--- src/rtl/sc_spil_arb_pkg.sv ---
// sc_spil_arb_pkg: shared FSM states and field widths for the SPI Lite arbiter.
package sc_spil_arb_pkg;
  typedef enum logic [1:0] {IDLE, START, WAIT, HOLD} state_t;
  localparam int CSSEL_W = 5;
  localparam int DWIDTH_W = 9;
  localparam int DATA_W = 32;
endpackage

--- src/rtl/sc_spil_rr_pick.sv ---
// sc_spil_rr_pick: combinational round-robin pick of the first valid index at or after ptr.
module sc_spil_rr_pick #(
  parameter int N = 4,
  parameter int IW = 2
) (
  input  logic [N-1:0]  valid,
  input  logic [IW-1:0] ptr,
  output logic [N-1:0]  grant,
  output logic [IW-1:0] idx
);
  logic [IW-1:0] j;
  // Scan from the farthest offset down so the nearest valid index wins.
  always_comb begin
    grant = '0;
    idx = '0;
    j = '0;
    for (int k = N - 1; k >= 0; k--) begin
      j = IW'((int'(ptr) + k) % N);
      if (valid[j]) begin
        grant = '0;
        grant[j] = 1'b1;
        idx = j;
      end
    end
  end
endmodule

--- src/rtl/sc_spil_arbiter.sv ---
// sc_spil_arbiter: round-robin sharing of one SPI Lite engine between requesters,
// with CS-extended transaction locking and a hold timeout.
module sc_spil_arbiter
  import sc_spil_arb_pkg::*;
#(
  parameter int NUM_OF_REQ = 4,
  parameter int LOCK_TIMEOUT = 1024
) (
  input  logic                           SYSCLK,
  input  logic                           SYSRSTB,
  input  logic [NUM_OF_REQ-1:0]          REQ_VALID,
  output logic [NUM_OF_REQ-1:0]          REQ_READY,
  input  logic [CSSEL_W*NUM_OF_REQ-1:0]  REQ_CSSEL,
  input  logic [DATA_W*NUM_OF_REQ-1:0]   REQ_TXDATA,
  input  logic [DWIDTH_W*NUM_OF_REQ-1:0] REQ_DWIDTH,
  input  logic [NUM_OF_REQ-1:0]          REQ_LAST,
  output logic [NUM_OF_REQ-1:0]          RSP_VALID,
  output logic [DATA_W-1:0]              RSP_RXDATA,
  output logic [NUM_OF_REQ-1:0]          GRANT,
  output logic                           TIMEOUT_ERR,
  output logic                           ENG_TXSTART,
  output logic [CSSEL_W-1:0]             ENG_CSSEL,
  output logic                           ENG_CSEXTEND,
  output logic [DATA_W-1:0]              ENG_TXDATA,
  output logic [DWIDTH_W-1:0]            ENG_DWIDTH,
  input  logic                           ENG_SPIBUSY,
  input  logic                           ENG_SPICOMPLETE,
  input  logic [DATA_W-1:0]              ENG_RXDATA
);
  localparam int IW = $clog2(NUM_OF_REQ);
  localparam int CW = $clog2(LOCK_TIMEOUT);

  state_t state, state_nx;
  logic [IW-1:0] ptr, ptr_nx, owner, owner_nx, pick_idx;
  logic [NUM_OF_REQ-1:0] pick_gnt, own_hot, req_ready;
  logic [CW-1:0] cnt;
  logic last, accept, done, timeout, txstart;

  sc_spil_rr_pick #(.N(NUM_OF_REQ), .IW(IW)) u_pick (
    .valid(REQ_VALID),
    .ptr(ptr),
    .grant(pick_gnt),
    .idx(pick_idx)
  );

  assign own_hot = NUM_OF_REQ'(1) << owner;
  assign ptr_nx = (owner == IW'(NUM_OF_REQ - 1)) ? '0 : owner + 1'b1;
  assign accept = |req_ready;
  assign REQ_READY = SYSRSTB ? req_ready : '0;
  assign ENG_TXSTART = SYSRSTB & txstart;
  assign GRANT = (state == IDLE) ? '0 : own_hot;
  assign ENG_CSEXTEND = (state != IDLE) && !last;

  always_comb begin
    state_nx = state;
    owner_nx = owner;
    req_ready = '0;
    txstart = 1'b0;
    done = 1'b0;
    timeout = 1'b0;
    case (state)
      IDLE: if (|REQ_VALID) begin
        req_ready = pick_gnt;
        owner_nx = pick_idx;
        state_nx = START;
      end
      START: if (!ENG_SPIBUSY) begin
        txstart = 1'b1;
        state_nx = WAIT;
      end
      WAIT: if (ENG_SPICOMPLETE) begin
        done = 1'b1;
        state_nx = last ? IDLE : HOLD;
      end
      HOLD: if (REQ_VALID[owner]) begin
        req_ready = own_hot;
        state_nx = START;
      end else if (cnt == CW'(LOCK_TIMEOUT - 1)) begin
        timeout = 1'b1;
        state_nx = IDLE;
      end
      default: state_nx = IDLE;
    endcase
  end

  always_ff @(posedge SYSCLK) begin
    if (!SYSRSTB) begin
      state <= IDLE;
      owner <= '0;
      ptr <= '0;
      cnt <= '0;
      last <= 1'b0;
      ENG_CSSEL <= '0;
      ENG_TXDATA <= '0;
      ENG_DWIDTH <= '0;
      RSP_VALID <= '0;
      RSP_RXDATA <= '0;
      TIMEOUT_ERR <= 1'b0;
    end else begin
      state <= state_nx;
      owner <= owner_nx;
      cnt <= (state == HOLD) ? cnt + 1'b1 : '0;
      RSP_VALID <= done ? own_hot : '0;
      TIMEOUT_ERR <= timeout;
      if (accept) begin
        ENG_CSSEL <= REQ_CSSEL[owner_nx*CSSEL_W +: CSSEL_W];
        ENG_TXDATA <= REQ_TXDATA[owner_nx*DATA_W +: DATA_W];
        ENG_DWIDTH <= REQ_DWIDTH[owner_nx*DWIDTH_W +: DWIDTH_W];
        last <= REQ_LAST[owner_nx];
      end
      if (done) RSP_RXDATA <= ENG_RXDATA;
      if ((done && last) || timeout) ptr <= ptr_nx;
    end
  end
endmodule
--- config.mk ---
export PLATFORM = sky130hd
export DESIGN_NAME = sc_spil_arbiter
export DESIGN_NICKNAME = d
export VERILOG_FILES = /design/src/rtl/sc_spil_arb_pkg.sv /design/src/rtl/sc_spil_rr_pick.sv /design/src/rtl/sc_spil_arbiter.sv
export SDC_FILE = /design/constraint.sdc
export NUM_CORES = 1
export LEC_CHECK = 0
export CORE_ASPECT_RATIO = 2
export CORE_MARGIN = 4
export CORE_UTILIZATION = 35
export CTS_CLUSTER_SIZE = 20
export DETAILED_ROUTE_END_ITERATION = 8
export PLACE_DENSITY_LB_ADDON = 0.12
export SLEW_MARGIN = 0
export SYNTH_ARGS = -nofsm -noshare
export SYNTH_HDL_FRONTEND = slang
export SYNTH_SLANG_ARGS = --single-unit
--- constraint.sdc ---
create_clock -name SYSCLK -period 3.5 [get_ports SYSCLK]
set_input_delay 0.7 -clock SYSCLK [delete_from_list [all_inputs] [get_ports SYSCLK]]
set_output_delay 0.7 -clock SYSCLK [all_outputs]
set_load 0.05 [all_outputs]
==> results.md, run 1 <==
* # IOs at between 300 and 400
* Total CTS buffers at 9
* Fin. Hold Viols at 0
* Crit share post-route at between 90% and 100%
* ANT cells at 0
* Final instance area at a little over 10000 µm²
* DRT Pass-1 Iters at 4
* Wire length per cell at 18.28 µm
* Vias after detailed routing at 5774
* Worst-path clk slew at ~0.070 ns
* Number of global-route vias before repair at between 5000 and 6000
* Power, Total at slightly below 7 mW
* Yosys warnings at 0
* Skew-Pair Late Insertion Delay at around 0.35 ns
* Remaining antenna violation count at 0
* Cells after Synth at roughly 640
* Detailed Route Iter0 Violations at 95
* F_max at 300.2 MHz
* Std-Cell Rows at 68
* Routed WL at about 22000 µm
* Outcome: complete, no violations
* Synth area leader: dfxtp_1
* Max-Cap Viols at 0
* Crit path capture type: output pin
* Worst Skew at 0.007463 ns
* Die ar. at between 15000 and 20000 µm²
* VDD IR max at 0.4594 mV
* TritonCTS Sinks at 100
* LEAKAGE at 3.776 nW
* Placed Instances at roughly 1200
* CP arrival at ~2.6 ns
* CTS Hold Buffers Added at 0
* Post-Syn Area per Cell at between 9 and 10 µm²
* Die width at approximately 100 µm
* Commonest register cell after synthesis: dfxtp_1
* Synth cell types at 45
* CTS tree: yes
* Area contributors post-synth: dfxtp_1 (32%), mux2i_1 (31%), nor2b_1 (6.1%)
* Synth top area share at about 32%
* RD Place Congestion at slightly below 0.9
* Asr flop ratio synth at 0%
* PD cells at between 600 and 700 nW/µm²
* DP Wirelength at about 17000 µm
* Seq/Total Area, Yosys at around a third
* Nets at between 1000 and 1500
* Setup CP Type: reg -> out
* Tmin final at about 3.3 ns
* Mapped cell area at approximately 6200 µm²
* Startpoint types: flip-flop
* Non-Filler Instances at between 1000 and 1500
* First-pass GRT wire length at ~33000 µm
* All-layer global routing usage at between 20% and 30%
* FF+latch count, synth at 100
* Min-delay worst type: reg -> reg
* Final setup fails at 0
* Fraction of layout cells with a size suffix above 1 at a little under a tenth
* Initial antenna violation count at 0
* Max clock buf depth at 2
* Number of synthesized flops with an enable pin at 0
* Layout overhead on the synthesized area at 64.17%
* Vias per Instance at between 4 and 5
* R2R setup slack at about 0.57 ns
* Root Buffer: clkbuf_16
* IO buf count at 320
* Slew at the pin closest to its max-slew limit at ~0.86 ns
* Largest net degree at the start of global routing at 50
* CTS HTree Levels at 3
* Starting density of the core at approximately 36%
* Worst-path fanout max at 8
* WP data required at between 2 and 3 ns
* Syn nets at between 800 and 900
* Area after DPL at 9771 µm²
* Drt drc at 0
* Relative slew slack at 42.74%
* Core outline area at ~17000 µm²
* Total grt overflow at 0
* RSZ-0062 raised after global routing: no
* Die height at 195.8 µm
* Fill cells at about 1600
* Max Transition Viols Final at 0
cells in the mapped netlist, types with 5 or more instances:
| cell type | number |
|---|---|
| nor2b_1 | 60 |
| and3_1 | 8 |
| clkbuf_1 | 16 |
| a21boi_0 | 33 |
| buf_6 | 5 |
| a221oi_1 | 5 |
| buf_4 | 6 |
| mux2i_1 | 189 |
| nand3_1 | 14 |
| inv_1 | 7 |
| nor2_1 | 15 |
| o21ai_0 | 6 |
| or3_1 | 5 |
| buf_12 | 6 |
| dfxtp_1 | 100 |
| ha_1 | 17 |
| nand2_1 | 85 |
| a21oi_1 | 9 |
critical path, stage by stage, from the launching register on:
cell	delay, ns
dfxtp_1	0.33
inv_1	0.12
ha_2	0.43
mux4_2	0.38
nor2b_4	0.13
buf_4	0.13
nand3_1	0.10
a21oi_2	0.15
a221oi_1	0.07
buf_4	0.16
nor2b_2	0.11
buf_6	0.16
kinds of logic after synthesis:
family | share of synthesized area, %
AOI/OAI and AO/OA | 7.950
buffers and inverters | 6.348
adders and majority gates | 3.448
and+or+nand+nor | 16.97
xor gates and xnor gates | 0.7098
muxes | 32.12
DFF | 32.45
state kept, by name, summed over array words and instances (netlist names), 2 cells and up:
signal / flops
ENG_CSSEL: 5
ENG_DWIDTH: 9
ENG_TXDATA: 32
RSP_RXDATA: 32
RSP_VALID: 4
cnt: 10
owner: 2
ptr: 2
state: 2
power breakdown:
group          leakage [nW]  total [mW]  switching [mW]  internal (mW)
Sequential            0.814        1.57           0.156           1.42
Clock                 0.152        1.06           0.485          0.574
Combinational          2.81        4.25            2.35           1.90
Total                  3.78        6.88            2.99           3.89
path summary, 6_finish.rpt:
path                   end  cells past startpoint  startpoint
max reg2reg  ENG_TXDATA[6]                     13      ptr[1]
min reg2reg         cnt[0]                      1      cnt[0]
max           REQ_READY[3]                     11      ptr[1]
min                 cnt[0]                      1      cnt[0]
area by class of cell:
class / count / area, µm² / area share, %
clock buffer: 9 / 225.2 / 2.224
clock inverter: 7 / 91.34 / 0.9018
inverter: 8 / 30.03 / 0.2965
multi-input combinational: 486 / 3817 / 37.69
sequential: 100 / 2002 / 19.77
tap: 210 / 262.8 / 2.594
timing repair buffer: 370 / 3700 / 36.53
what timing repair did:
item	CTS	global route
cloned	0	0
endpoints found under the hold margin	0	0
setup endpoints to repair	1	4
buffers inserted	0	0
pin swaps	0	2
gates resized for setup	3	9
per-layer routing:
| metal | global-route usage [%] | vias up | share of wire [%] |
|---|---|---|---|
| li1 | - | 2896 | - |
| met1 | 22.05 | 2616 | 36 |
| met2 | 39.53 | 233 | 53 |
| met3 | 5.018 | 29 | 8.4 |
| met4 | 7.445 | 0 | 2.8 |
| met5 | 0 | - | 0 |
per-stage QoR:
step / setup TNS [ns] / hold WS (ns) / setup WS [ns] / util, %
after floorplan: 0 / 0.4175 / 0.1678 / -
after global placement: -0.4264 / 0.4305 / -0.09061 / 56.57
after detailed placement: -0.9093 / 0.4374 / -0.1051 / 56.57
after CTS: 0 / 0.4553 / 0.004735 / 58.50
after global routing: 0 / 0.4768 / 0.01623 / 58.64
final: 0 / 0.4562 / 0.1684 / 58.64
placed cells by master, fill, tap and decap left out, drive strengths merged, types with 5 or more instances in the layout:
| master | Yosys | final |
|---|---|---|
| nand3 | 15 | 15 |
| or3 | 5 | 5 |
| clkdlybuf4s50 | 0 | 310 |
| o21ai | 11 | 11 |
| mux2i | 189 | 189 |
| a21oi | 9 | 9 |
| nand2 | 85 | 85 |
| ha | 17 | 17 |
| a221oi | 5 | 5 |
| nor2b | 61 | 61 |
| and3 | 8 | 8 |
| dfxtp | 100 | 100 |
| inv | 8 | 12 |
| a21boi | 33 | 33 |
| nor2 | 15 | 15 |
| buf | 24 | 56 |
| clkbuf | 20 | 9 |
No activity file was read; power rests on OpenSTA's default activity.
==> inputs of run 2 (changes only) <==
GPL_TIMING_DRIVEN = 0   (was not set)
==> run 2 against run 1 <==
- wire length grew 1.7%
- utilization shrank 1.2 points
- final cell count shrank 0.84%
- die area is the same
- worst setup slack lost 0.032 ns
- clock power is essentially flat
- global-route usage grew 0.31 points
- first-iteration DRC count grew 21%
- flip-flop and latch count is the same
- largest cell class unchanged
==> results.md, run 2 (same netlist as run 1, synthesis figures left out) <==
* Largest registers: ENG_TXDATA (32), RSP_RXDATA (32), cnt (10)
* RSZ-0062 raised after global routing: no
* CTS Hold Buffers Added at 0 (unchanged)
* Crit path capture type: output pin
* PD cells at 668.4 nW/µm² (-1.6%)
* VDD IR max at 0.5139 mV (+12%)
* Min-delay worst type: reg -> reg
* Std-Cell Rows at 68 (unchanged)
* Startpoint types: flip-flop
* Crit path from: ptr[0]
* TritonCTS Sinks at 100 (unchanged)
* Layout overhead on the synthesized area at 60.82%
* CTS tree: yes
* Vias per Instance at 4.862 (+0.20%)
* Switching share of power at 44.37% (+0.85 points)
* Non-Filler Instances at 1180 (-0.84%)
* # IOs at 321 (unchanged)
* Setup CP Type: reg -> out
* Detailed Route Iter0 Violations at 115 (+21%)
* Power, Total at 6.632 mW (-3.6%)
* F_max at 297.3 MHz (-0.96%)
* Remaining antenna violation count at 0 (unchanged)
* Most common cell after layout, fill and taps aside: clkdlybuf4s50_1
* Final setup fails at 0 (unchanged)
* Placed Instances at 1163 (-0.94%)
* Slew at the pin closest to its max-slew limit at 0.8536 ns (-0.005342 ns)
* Core outline area at 17270 µm² (unchanged)
* Initial antenna violation count at 0 (unchanged)
* CP arrival at 2.66 ns (+0.03 ns)
* Total grt overflow at 0 (unchanged)
* Max-Cap Viols at 0 (unchanged)
* Vias after detailed routing at 5737 (-0.64%)
* RD Place Congestion at 0.8762 (-0.49%)
* Most frequent cells in the layout: clkdlybuf4s50_1 (311), mux2i_1 (189), dfxtp_1 (98)
* R2r endpoint: ENG_DWIDTH[7]
* Die width at 101.9 µm (unchanged)
* Wire length per cell at 18.76 µm (+2.6%)
* Setup TNS at 0 ns (unchanged)
* Starting density of the core at 35.72% (unchanged)
* Nets at 1210 (-0.82%)
* Drt drc at 0 (unchanged)
* Routed WL at 22130 µm (+1.7%)
* CTS HTree Levels at 3 (unchanged)
* WP data required at 2.80 ns (about the same)
* Root Buffer: clkbuf_16
* ANT cells at 0 (unchanged)
* Pint at 3.689 mW (-5.1%)
* Max clock buf depth at 2 (unchanged)
* Worst Skew at 0.007508 ns (+0.00004502 ns)
* R2R setup slack at 0.38 ns (-0.19 ns)
* IO buf count at 315 (-1.6%)
* Seq pwr share at 23.6% (+0.8 points)
* Die height at 195.8 µm (unchanged)
* DRT Pass-1 Iters at 4 (unchanged)
* Sw power at 2.943 mW (-1.7%)
* Clock Power Share at 15.6% (+0.2 points)
* Skew-Pair Late Insertion Delay at 0.35 ns (about the same)
* Number of global-route vias before repair at 5937 (-0.25%)
* Worst-path clk slew at 0.07 ns (about the same)
* Outcome: complete, no violations
* Die ar. at 19940 µm² (unchanged)
* First-pass GRT wire length at 32640 µm (about the same)
* Relative slew slack at 43.09% (+0.36 points)
* Max Transition Viols Final at 0 (unchanged)
* LEAKAGE at 3.616 nW (-4.2%)
* All-layer global routing usage at 21.33% (+0.31 points)
* Fraction of layout cells with a size suffix above 1 at 6.186% (-3.0 points)
* Reg2Reg Depth at 14 (+1)
* Crit share post-route at 96.11% (+0.93 points)
* RR Startpoint: ptr[0]
* DP Wirelength at 18430 µm (+5.4%)
* CP Capture Point: REQ_READY[0]
* Total CTS buffers at 9 (unchanged)
* Tmin final at 3.364 ns (+0.03239 ns)
* Logic pwr share at 60.8% (-1.0 points)
* Worst-path fanout max at 8 (unchanged)
* Fin. Hold Viols at 0 (unchanged)
* Largest net degree at the start of global routing at 19 (-62%)
run 2: final cells by class:
| cell class | count | area (µm²) |
|---|---|---|
| clock inverters | 7 | 85.08 |
| well taps | 210 | 262.8 |
| repair buffers | 317 | 3162 |
| flip-flops and latches | 100 | 2004 |
| multi-input cells | 486 | 3795 |
| fillers | 1610 | 7350 |
| inverters | 8 | 30.03 |
| plain buffers | 43 | 357.8 |
| clock buffers | 9 | 225.2 |
run 2: what timing repair did:
item / 4_1_cts / 5_1_grt
setup endpoints to repair: 6 / 13
resized for setup: 27 / 3
buffers inserted: 0 / 2
run 2: critical path, stage by stage, from the launching register on:
cell      delay, ns
dfxtp_2        0.39
buf_6          0.16
inv_2          0.10
ha_4           0.31
mux4_2         0.34
buf_4          0.17
nand2_1        0.07
o21ai_1        0.05
a221oi_1       0.41
nor2b_1        0.10
buf_4          0.20
run 2: per-layer routing:
metal,vias to the layer above,global-route usage [%],routed length (µm)
met5,-,0,0
met4,0,6.618,450
met3,27,5.480,1813
met2,208,41.81,12170
met1,2624,21.01,7694
li1,2878,-,-
run 2: worst min-delay path by stage:
stage | startpoint | end | slack [ns] | cells past startpoint
finish | cnt[0] | cnt[0] | 0.46 | 1
global route | RSP_RXDATA[22] | RSP_RXDATA[22] | 0.48 | 2
floorplan | cnt[0] | cnt[0] | 0.42 | 1
CTS | cnt[0] | cnt[0] | 0.47 | 1
detailed placement | cnt[0] | cnt[0] | 0.45 | 1
global placement | cnt[0] | cnt[0] | 0.44 | 1
run 2: stage by stage:
step                setup WS (ns)  area (µm²)  util (%)  hold WS, ns
floorplan                  0.1678        6170         -       0.4175
global placement          -0.3669        9585     55.50       0.4358
detailed placement        -0.3734        9585     55.50       0.4519
CTS                      0.003547        9891     57.27       0.4666
global route              0.01035        9922     57.45       0.4835
finish                     0.1360        9922     57.45       0.4592
run 2: power by group through the flow:
stage / Clock, mW / Sequential, mW / Combinational [mW]
floorplan: 0 / 2.46 / 1.91
global placement: 0 / 1.58 / 4.08
detailed placement: 0 / 1.59 / 4.09
CTS: 1.07 / 1.57 / 4.10
global route: 1.10 / 1.60 / 4.28
finish: 1.04 / 1.56 / 4.03
